==> src/rtl/main_fsm_control.sv <==
// Multicycle main control FSM for the 64-bit RISC-V datapath.
// Sequences fetch/decode/execute/memory/writeback for add, sub, addi, ld, sd, beq.
//
// state      | meaning
// RESET (0)  | post-reset idle cycle, all controls low
// FETCH (1)  | PC+4 on the ALU, wait MEM_LAT for instruction, then load IR and PC
// DECODE(2)  | latch register-file outputs A/B, dispatch on opcode/funct
// R_ADD (3)  | ALUOut <= A + B
// R_SUB (4)  | ALUOut <= A - B
// ADDI  (5)  | ALUOut <= A + imm
// MEM_ADDR(6)| ALUOut <= A + imm (effective address for ld/sd)
// LD_WAIT(7) | wait MEM_LAT for load data, then latch MDR
// SD_WR (8)  | one-cycle store strobe, then wait MEM_LAT for the write to finish
// BRANCH(9)  | compare A - B, PC <= branch target when zero
// WB_ALU(10) | register file <= ALUOut
// WB_LD (11) | register file <= MDR
// ILLEGAL(15)| unsupported instruction, parked until reset
//
// MEM_LAT must lie in 1..7 (3-bit wait counter).
module main_fsm_control #(
  parameter int unsigned MEM_LAT = 1
) (
  input  logic       clk,
  input  logic       reset,
  input  logic [6:0] opcode,
  input  logic [2:0] funct3,
  input  logic [6:0] funct7,
  input  logic       zero,
  output logic       pcWrite,
  output logic       pcWriteCond,
  output logic       pcSrc,
  output logic       load_ir,
  output logic       loadA,
  output logic       loadB,
  output logic       loadAluOut,
  output logic       ALUSrcA,
  output logic [1:0] ALUSrcB,
  output logic [2:0] ALUOp,
  output logic       dmemWr,
  output logic       memToReg,
  output logic       regWrite,
  output logic       loadMDR,
  output logic       illegal,
  output logic [3:0] state_out
);

  typedef enum logic [3:0] {
    S_RESET    = 4'd0,
    S_FETCH    = 4'd1,
    S_DECODE   = 4'd2,
    S_R_ADD    = 4'd3,
    S_R_SUB    = 4'd4,
    S_ADDI     = 4'd5,
    S_MEM_ADDR = 4'd6,
    S_LD_WAIT  = 4'd7,
    S_SD_WR    = 4'd8,
    S_BRANCH   = 4'd9,
    S_WB_ALU   = 4'd10,
    S_WB_LD    = 4'd11,
    S_ILLEGAL  = 4'd15
  } state_t;

  typedef struct packed {
    logic       pcw;
    logic       pcwc;
    logic       pcsrc;
    logic       ir;
    logic       la;
    logic       lb;
    logic       lalu;
    logic       asa;
    logic [1:0] asb;
    logic [2:0] aop;
    logic       dw;
    logic       m2r;
    logic       rw;
    logic       lmdr;
    logic       ill;
  } ctl_t;

  localparam logic [2:0] LAT    = 3'(MEM_LAT);
  localparam logic [6:0] OP_R   = 7'b0110011;
  localparam logic [6:0] OP_I   = 7'b0010011;
  localparam logic [6:0] OP_LD  = 7'b0000011;
  localparam logic [6:0] OP_SD  = 7'b0100011;
  localparam logic [6:0] OP_BR  = 7'b1100011;

  state_t     state, state_nxt;
  logic [2:0] cnt, cnt_nxt;
  ctl_t       ctl_q;

  // Moore control word for a given state and wait-counter value
  function automatic ctl_t ctl_of(state_t s, logic [2:0] c);
    ctl_t k;
    k = '0;
    case (s)
      S_FETCH: begin
        k.asb = 2'b01;
        k.aop = 3'b001;
        k.ir  = (c == LAT);
        k.pcw = (c == LAT);
      end
      S_DECODE: begin
        k.la = 1'b1;
        k.lb = 1'b1;
      end
      S_R_ADD, S_R_SUB: begin
        k.asa  = 1'b1;
        k.aop  = (s == S_R_SUB) ? 3'b010 : 3'b001;
        k.lalu = 1'b1;
      end
      S_ADDI, S_MEM_ADDR: begin
        k.asa  = 1'b1;
        k.asb  = 2'b10;
        k.aop  = 3'b001;
        k.lalu = 1'b1;
      end
      S_LD_WAIT: k.lmdr = (c == LAT);
      S_SD_WR:   k.dw   = (c == 3'd0);
      S_BRANCH: begin
        k.asa   = 1'b1;
        k.aop   = 3'b010;
        k.pcwc  = 1'b1;
        k.pcsrc = 1'b1;
      end
      S_WB_ALU: k.rw = 1'b1;
      S_WB_LD: begin
        k.rw  = 1'b1;
        k.m2r = 1'b1;
      end
      S_ILLEGAL: k.ill = 1'b1;
      default: ;
    endcase
    return k;
  endfunction

  // next-state and wait-counter logic; the counter rests at 0 outside the wait states
  always_comb begin
    state_nxt = state;
    cnt_nxt   = 3'd0;
    case (state)
      S_RESET: state_nxt = S_FETCH;
      S_FETCH: begin
        if (cnt == LAT) state_nxt = S_DECODE;
        else            cnt_nxt   = cnt + 3'd1;
      end
      S_DECODE: begin
        // sd is accepted with funct3 011 (RV64 encoding) as well as 111
        if (opcode == OP_R && funct3 == 3'b000 && funct7 == 7'b0000000)      state_nxt = S_R_ADD;
        else if (opcode == OP_R && funct3 == 3'b000 && funct7 == 7'b0100000) state_nxt = S_R_SUB;
        else if (opcode == OP_I && funct3 == 3'b000)                         state_nxt = S_ADDI;
        else if (opcode == OP_LD && funct3 == 3'b011)                        state_nxt = S_MEM_ADDR;
        else if (opcode == OP_SD && (funct3 == 3'b111 || funct3 == 3'b011))  state_nxt = S_MEM_ADDR;
        else if (opcode == OP_BR && funct3 == 3'b000)                        state_nxt = S_BRANCH;
        else                                                                 state_nxt = S_ILLEGAL;
      end
      S_R_ADD, S_R_SUB, S_ADDI: state_nxt = S_WB_ALU;
      S_MEM_ADDR: state_nxt = (opcode == OP_LD) ? S_LD_WAIT : S_SD_WR;
      S_LD_WAIT: begin
        if (cnt == LAT) state_nxt = S_WB_LD;
        else            cnt_nxt   = cnt + 3'd1;
      end
      S_SD_WR: begin
        if (cnt == LAT) state_nxt = S_FETCH;
        else            cnt_nxt   = cnt + 3'd1;
      end
      S_BRANCH, S_WB_ALU, S_WB_LD: state_nxt = S_FETCH;
      S_ILLEGAL: state_nxt = S_ILLEGAL;
      default:   state_nxt = S_RESET;
    endcase
  end

  // state, counter and the registered control word (precomputed from the next state)
  always_ff @(posedge clk) begin
    if (reset) begin
      state <= S_RESET;
      cnt   <= 3'd0;
      ctl_q <= '0;
    end else begin
      state <= state_nxt;
      cnt   <= cnt_nxt;
      ctl_q <= ctl_of(state_nxt, cnt_nxt);
    end
  end

  // write enables are masked while reset is high so an interrupted instruction commits nothing
  assign pcWrite     = (ctl_q.pcw | (ctl_q.pcwc & zero)) & ~reset;
  assign pcWriteCond = ctl_q.pcwc & ~reset;
  assign load_ir     = ctl_q.ir   & ~reset;
  assign loadA       = ctl_q.la   & ~reset;
  assign loadB       = ctl_q.lb   & ~reset;
  assign loadAluOut  = ctl_q.lalu & ~reset;
  assign dmemWr      = ctl_q.dw   & ~reset;
  assign regWrite    = ctl_q.rw   & ~reset;
  assign loadMDR     = ctl_q.lmdr & ~reset;
  assign pcSrc       = ctl_q.pcsrc;
  assign ALUSrcA     = ctl_q.asa;
  assign ALUSrcB     = ctl_q.asb;
  assign ALUOp       = ctl_q.aop;
  assign memToReg    = ctl_q.m2r;
  assign illegal     = ctl_q.ill;
  assign state_out   = state;

endmodule
==> config.mk <==
export PLATFORM = sky130hd
export DESIGN_NAME = main_fsm_control
export DESIGN_NICKNAME = d
export VERILOG_FILES = /design/src/rtl/main_fsm_control.sv
export SDC_FILE = /design/constraint.sdc
export NUM_CORES = 1
export LEC_CHECK = 0
export CAP_MARGIN = 30
export CORE_ASPECT_RATIO = 0.75
export CORE_UTILIZATION = 48
export CTS_CLUSTER_DIAMETER = 120
export DETAILED_ROUTE_END_ITERATION = 10
export PLACE_DENSITY = 0.92
export SLEW_MARGIN = 0
export SYNTH_ARGS = -nofsm -noshare
export SYNTH_HDL_FRONTEND = slang
export SYNTH_SLANG_ARGS = --single-unit
==> constraint.sdc <==
create_clock -name clk -period 3.5 [get_ports clk]
set_clock_uncertainty 0.15 [all_clocks]
set_input_delay 1.05 -clock clk [delete_from_list [all_inputs] [get_ports clk]]
set_output_delay 1.05 -clock clk [all_outputs]
set_load 0.02 [all_outputs]
==> impl_metrics.tcl, run 1 <==
set metrics [dict create \
    io_buffers 40 \
    top_usage_layer "met2" \
    synthArstFlopShare_pct 0 \
    final_nets 199 \
    syn_nets 163 \
    initial_core_util_pct 52.06 \
    end_kind "primary output" \
    rsz0062_at_grt "false" \
    track_usage_pct 21.52 \
    syn_area_per_cell_um2 8.610 \
    peakVddDrop_v 0.0004681 \
    cp.required_ps 2300 \
    cts_tree "built" \
    cts_hold_buffers 0 \
    period_share_pct 96.02 \
    rrSetupSlack_ps 1170 \
    antenna_left 0 \
    core_area_um2 2365 \
    cts_resized 9 \
    gp_congestion 0.8834 \
    crit_path_start_kind "primary input" \
    clock_latency_ps 290 \
    reg2reg_from "cnt[0]$_SDFF_PP0_" \
    drt_iter0_markers 74 \
    cp.arrival_ps 2160 \
    die_y_um 45.86 \
    met1_usage_pct 24.56 \
    setup_ws_ps 139.2 \
    ys_top_cells_by_area "dfxtp_1 (34%), nor2b_1 (5.1%), buf_4 (4.3%)" \
    vias 1132 \
    synth_most_common_cell "dfxtp_1" \
    numCtsBuffers 3 \
    overflow 0 \
    clk_pin_slew_worst_paths_ps 110 \
    leakage_nw 0.6506 \
    cts_setup_buffers 0 \
    met2_usage_pct 39.78 \
    synth-edff-count 0 \
    cap_violations 0 \
    syn-instance-count 143 \
    synthFlopType "dfxtp_1" \
    grt_pass1_wl_mm 4.326 \
    insertedDiodeCount 0 \
    dpl.hpwl_mm 2.179 \
    wl_per_cell_um 12.85 \
    yosys_warnings 0 \
    startpoint "reset" \
    drc 0 \
    wl_mm 2.724 \
    hold_start "cnt[0]$_SDFF_PP0_" \
    io_pins 42 \
    outcome "finished clean" \
    antenna_found_initial 0 \
    ys_ff_latch 21 \
    cp_max_fo 6 \
    setup_viol_count_final 0 \
    setup_tns_ps 0 \
    yosys-top-cells-count "dfxtp_1 (21), nor2_1 (11), nor2b_1 (10)" \
    area_delta_synth_final_pct 31.71 \
    dpl_worst_slack_ps -159.0 \
    hold_depth 1 \
    die_x_um 60.48 \
    fmax_ghz 0.2976 \
    hp-class "flop to flop" \
    drive_above_1_share_pct 13.48 \
    fp.dieArea_um2 2774 \
    syn-cell-area_um2 1231 \
    min_to "cnt[0]$_SDFF_PP0_" \
    rows 15 \
    min_period_ps 3361 \
    yosysTopAreaCell "dfxtp_1" \
    ys_types 52 \
    grt_max_degree 13 \
    cts_max_level 1 \
    grt_use_met3_pct 5.398 \
    yosysTopAreaCellShare_pct 34.15 \
    reg2regPathDepth 6 \
    viasPerCell 5.340 \
    drv_slew 0 \
    criticalPathCategory "primary input to primary output" \
    hold_viol 0 \
    clock-sinks 21 \
    r2r_end "ALUSrcA$_SDFF_PP0_" \
    clockBufferDepth 2 \
    synth-seq-area-share_pct 34.15 \
    clock-root-buffer "clkbuf_4" \
    drt-pass1-iter-count 4 \
    first_global_vias 1009 \
    p_per_area_nw_per_um2 688.8 \
]
## stage by stage
stage                     instances  hold WS [ps]  utilization [%]  instance area (µm²)  power (mW)
final                           212         392.4            68.57                 1622       1.117
after global routing            212         424.5            68.57                 1622       1.193
after CTS                       212         390.0            68.57                 1622       1.113
after detailed placement        208         374.6            67.94                 1607       1.009
after global placement          208         334.4            67.94                 1607      0.9819
after floorplan                 143         318.8                -                 1231      0.8556
## power by group
part	internal, mW	switching (mW)	leakage, nW	total [mW]
Combinational	0.303	0.345	0.464	0.647
Sequential	0.299	0.0575	0.171	0.356
Clock	0.0444	0.0688	0.0150	0.113
## per-layer routing
layer / share of wire [%] / vias up
met1: 44 / 522
met4: 0.99 / 0
met5: 0 / -
met2: 50 / 38
li1: - / 568
met3: 4.8 / 4
## cells in the final DEF, fill, tap and decap left out, types with 3 or more instances in the layout
cell and count:
dfxtp_1 21, nor2_1 11, buf_4 4, inv_1 4, nand2b_1 4, a21oi_1 8, clkbuf_4 3, nor4_1 4
and2_1 4, nand2_1 7, dlygate4sd2_1 9, nor2b_1 10, clkdlybuf4s50_1 31, a31oi_1 4, nor3_1 6
## worst max-delay path, cell delays in order
cell and delay, ps:
clkdlybuf4s50_1 450, buf_4 180, nor2b_1 130, dlygate4sd2_1 350
## area by class of cell
type | instances | area [µm²]
tap | 34 | 42.54
clock buffer | 4 | 26.28
sequential | 21 | 420.4
inverter | 4 | 15.01
multi-input combinational | 105 | 698.2
fill | 203 | 743.2
timing repair buffer | 44 | 419.2
## worst max path at each step
stage / end / cells past startpoint
floorplan: loadB / 3
global placement: loadA / 4
detailed placement: loadA / 4
CTS: loadA / 4
global route: loadA / 4
finish: loadA / 4
## state kept, by name, indices dropped and copies added, names as in the netlist
name,cells
memToReg,1
ALUOp,2
ALUSrcA,1
ctl_q,7
illegal,1
cnt,3
state_out,4
ALUSrcB,2
## cells by family after synthesis
| family | Yosys count | share of synthesized area, % |
|---|---|---|
| AO/OA/AOI/OAI | 28 | 16.06 |
| XOR/XNOR | 3 | 2.135 |
| buffers and inverters | 17 | 9.146 |
| flip-flops | 21 | 34.15 |
| other | 1 | 0.3046 |
| AND/OR/NAND/NOR | 73 | 38.21 |
Note: power is estimated with default switching activity, not from simulation.
==> run 2, diff against run 1 <==
--- a/config.mk
+++ b/config.mk
@@ -7,10 +7,11 @@
 export LEC_CHECK = 0
 export CAP_MARGIN = 30
 export CORE_ASPECT_RATIO = 0.75
-export CORE_UTILIZATION = 48
+export CORE_UTILIZATION = 30
 export CTS_CLUSTER_DIAMETER = 120
 export DETAILED_ROUTE_END_ITERATION = 10
-export PLACE_DENSITY = 0.92
+export MAX_ROUTING_LAYER = met4
+export PLACE_DENSITY = 0.65
 export SLEW_MARGIN = 0
 export SYNTH_ARGS = -nofsm -noshare
 export SYNTH_HDL_FRONTEND = slang
==> run 2 against run 1 <==
Net effect:
- power up 3.3%
- via count down 2.7%
- worst setup slack better by 9.8 ps
- clock power up 41%
- critical endpoint is now loadB
- largest power group unchanged
- highest routed layer unchanged
==> impl_metrics.tcl, run 2 (synthesis results as in run 1) <==
set metrics [dict create \
    final_nets 199 \
    fin_area_um2 1664 \
    p_per_area_nw_per_um2 693.2 \
    initial_core_util_pct 32.57 \
    crit_end "loadB" \
    overflow 0 \
    numCtsBuffers 3 \
    final_common_cell "clkdlybuf4s50_1" \
    drc 0 \
    antenna_found_initial 0 \
    io_pins 42 \
    largest-register "ctl_q" \
    clock-root-buffer "clkbuf_8" \
    grt_pass1_wl_mm 4.629 \
    drive_above_1_share_pct 14.04 \
    clockBufferDepth 2 \
    startpoint "reset" \
    path_cells "clkdlybuf4s50_1 > buf_4 > nor2b_1 > dlygate4sd2_1" \
    first_global_vias 1044 \
    placed_cell_area_um2 1629 \
    cts_hold_buffers 0 \
    combPwrFrac_pct 55.3 \
    cts_tree "built" \
    criticalPathCategory "primary input to primary output" \
    gp_congestion 0.7653 \
    r2r_end "ALUSrcA$_SDFF_PP0_" \
    clock_latency_ps 270 \
    final_cell_mix "clkdlybuf4s50_1 (31), dfxtp_1 (21), nor2_1 (11)" \
    switching_power_mw 0.4721 \
    power_frac_seq_pct 30.9 \
    hold_viol 0 \
    rsz0062_at_grt "false" \
    setup_tns_ps 0 \
    hold_start "cnt[0]$_SDFF_PP0_" \
    cp_slowest_cell "clkdlybuf4s50_1" \
    final_cells 230 \
    hp-class "flop to flop" \
    fp.dieArea_um2 4367 \
    viasPerCell 4.791 \
    sw_frac_of_total_pct 40.92 \
    wl_mm 2.691 \
    dpl.hpwl_mm 2.151 \
    reg2reg_from "cnt[0]$_SDFF_PP0_" \
    largest_reg_flops 7 \
    cp_max_fo 9 \
    clk_pin_slew_worst_paths_ps 80 \
    clock-sinks 21 \
    vias 1102 \
    antenna_left 0 \
    grt_max_degree 13 \
    cap_violations 0 \
    intPower_mw 0.6814 \
    cp.required_ps 2300 \
    die_y_um 57.48 \
    outcome "finished clean" \
    rows 19 \
    insertedDiodeCount 0 \
    setup_viol_count_final 0 \
    rrSetupSlack_ps 1250 \
    drt-pass1-iter-count 4 \
    track_usage_pct 14.04 \
    cp.arrival_ps 2150 \
    crit_path_start_kind "primary input" \
    wl_per_cell_um 11.70 \
    fmax_ghz 0.2984 \
    leakage_nw 0.6611 \
    peakVddDrop_v 0.0003624 \
    core_area_um2 3780 \
    reg2regPathDepth 6 \
    cts_max_level 1 \
    pwr-share-clk_pct 13.8 \
    period_share_pct 95.74 \
    placed_cells 226 \
    io_buffers 40 \
    die_x_um 75.97 \
    drt_iter0_markers 53 \
    critical_path.max_stage_delay_ps 450 \
    area_delta_synth_final_pct 35.16 \
    drv_slew 0 \
    end_kind "primary output" \
    min_period_ps 3351 \
]
## run 2: repair_timing
| item | in CTS | in global routing |
|---|---|---|
| setup endpoints to repair | 9 | 0 |
| buffers inserted | 0 | 0 |
| gates resized for setup | 9 | 0 |
## run 2: area by class of cell
class                      instances  area, µm²
timing repair buffer              44      419.2
fill                             369       2116
clock inverter                     1      5.005
tap                               52      65.06
multi-input combinational        105      698.2
sequential                        21      420.4
clock buffer                       3      41.29
inverter                           4      15.01
## run 2: through the flow
step / utilization, % / hold WS [ps] / power (mW) / setup slack [ps]
2_1_floorplan: - / 318.8 / 0.8556 / 480.8
3_3_place_gp: 43.10 / 335.2 / 0.9924 / -120.2
3_5_place_dp: 43.10 / 360.0 / 1.009 / -159.3
4_1_cts: 44.03 / 375.2 / 1.164 / 130.3
5_1_grt: 44.03 / 411.9 / 1.244 / 75.21
6_report: 44.03 / 375.2 / 1.154 / 149.0
## run 2: power groups by stage
stage	clock network [mW]	logic, mW	registers (mW)
final	0.159	0.638	0.356
after global routing	0.176	0.699	0.369
after CTS	0.163	0.644	0.357
after detailed placement	0	0.647	0.361
after global placement	0	0.634	0.358
after floorplan	0	0.502	0.354
## run 2: worst max-delay path: cells and delay by family
family / cells / cell delay (ps)
buffers and inverters: 3 / 980
and+or+nand+nor: 1 / 120
## run 2: how the worst min path moves through the flow
stage                     cells past startpoint           endpoint  slack (ps)
final                                         1  cnt[0]$_SDFF_PP0_         380
after floorplan                               1  cnt[0]$_SDFF_PP0_         320
after detailed placement                      1  cnt[0]$_SDFF_PP0_         360
after CTS                                     1  cnt[0]$_SDFF_PP0_         380
after global routing                          1  cnt[0]$_SDFF_PP0_         410
after global placement                        1  cnt[0]$_SDFF_PP0_         340
## run 2: per-layer routing
| metal | wire, µm | global-route usage (%) | vias to the layer above |
|---|---|---|---|
| met5 | 0 | - | - |
| met2 | 1298 | 23.90 | 26 |
| li1 | - | - | 571 |
| met3 | 146 | 3.520 | 4 |
| met1 | 1217 | 16.28 | 501 |
| met4 | 29 | 4.945 | 0 |
==> run 3, diff against run 2 <==
--- a/config.mk
+++ b/config.mk
@@ -8,6 +8,7 @@
 export CAP_MARGIN = 30
 export CORE_ASPECT_RATIO = 0.75
 export CORE_UTILIZATION = 30
+export CTS_BUF_LIST = sky130_fd_sc_hd__clkbuf_8
 export CTS_CLUSTER_DIAMETER = 120
 export DETAILED_ROUTE_END_ITERATION = 10
 export MAX_ROUTING_LAYER = met4
==> results of run 3 <==
Final layout, timing and power as in run 2 (identical DEF).
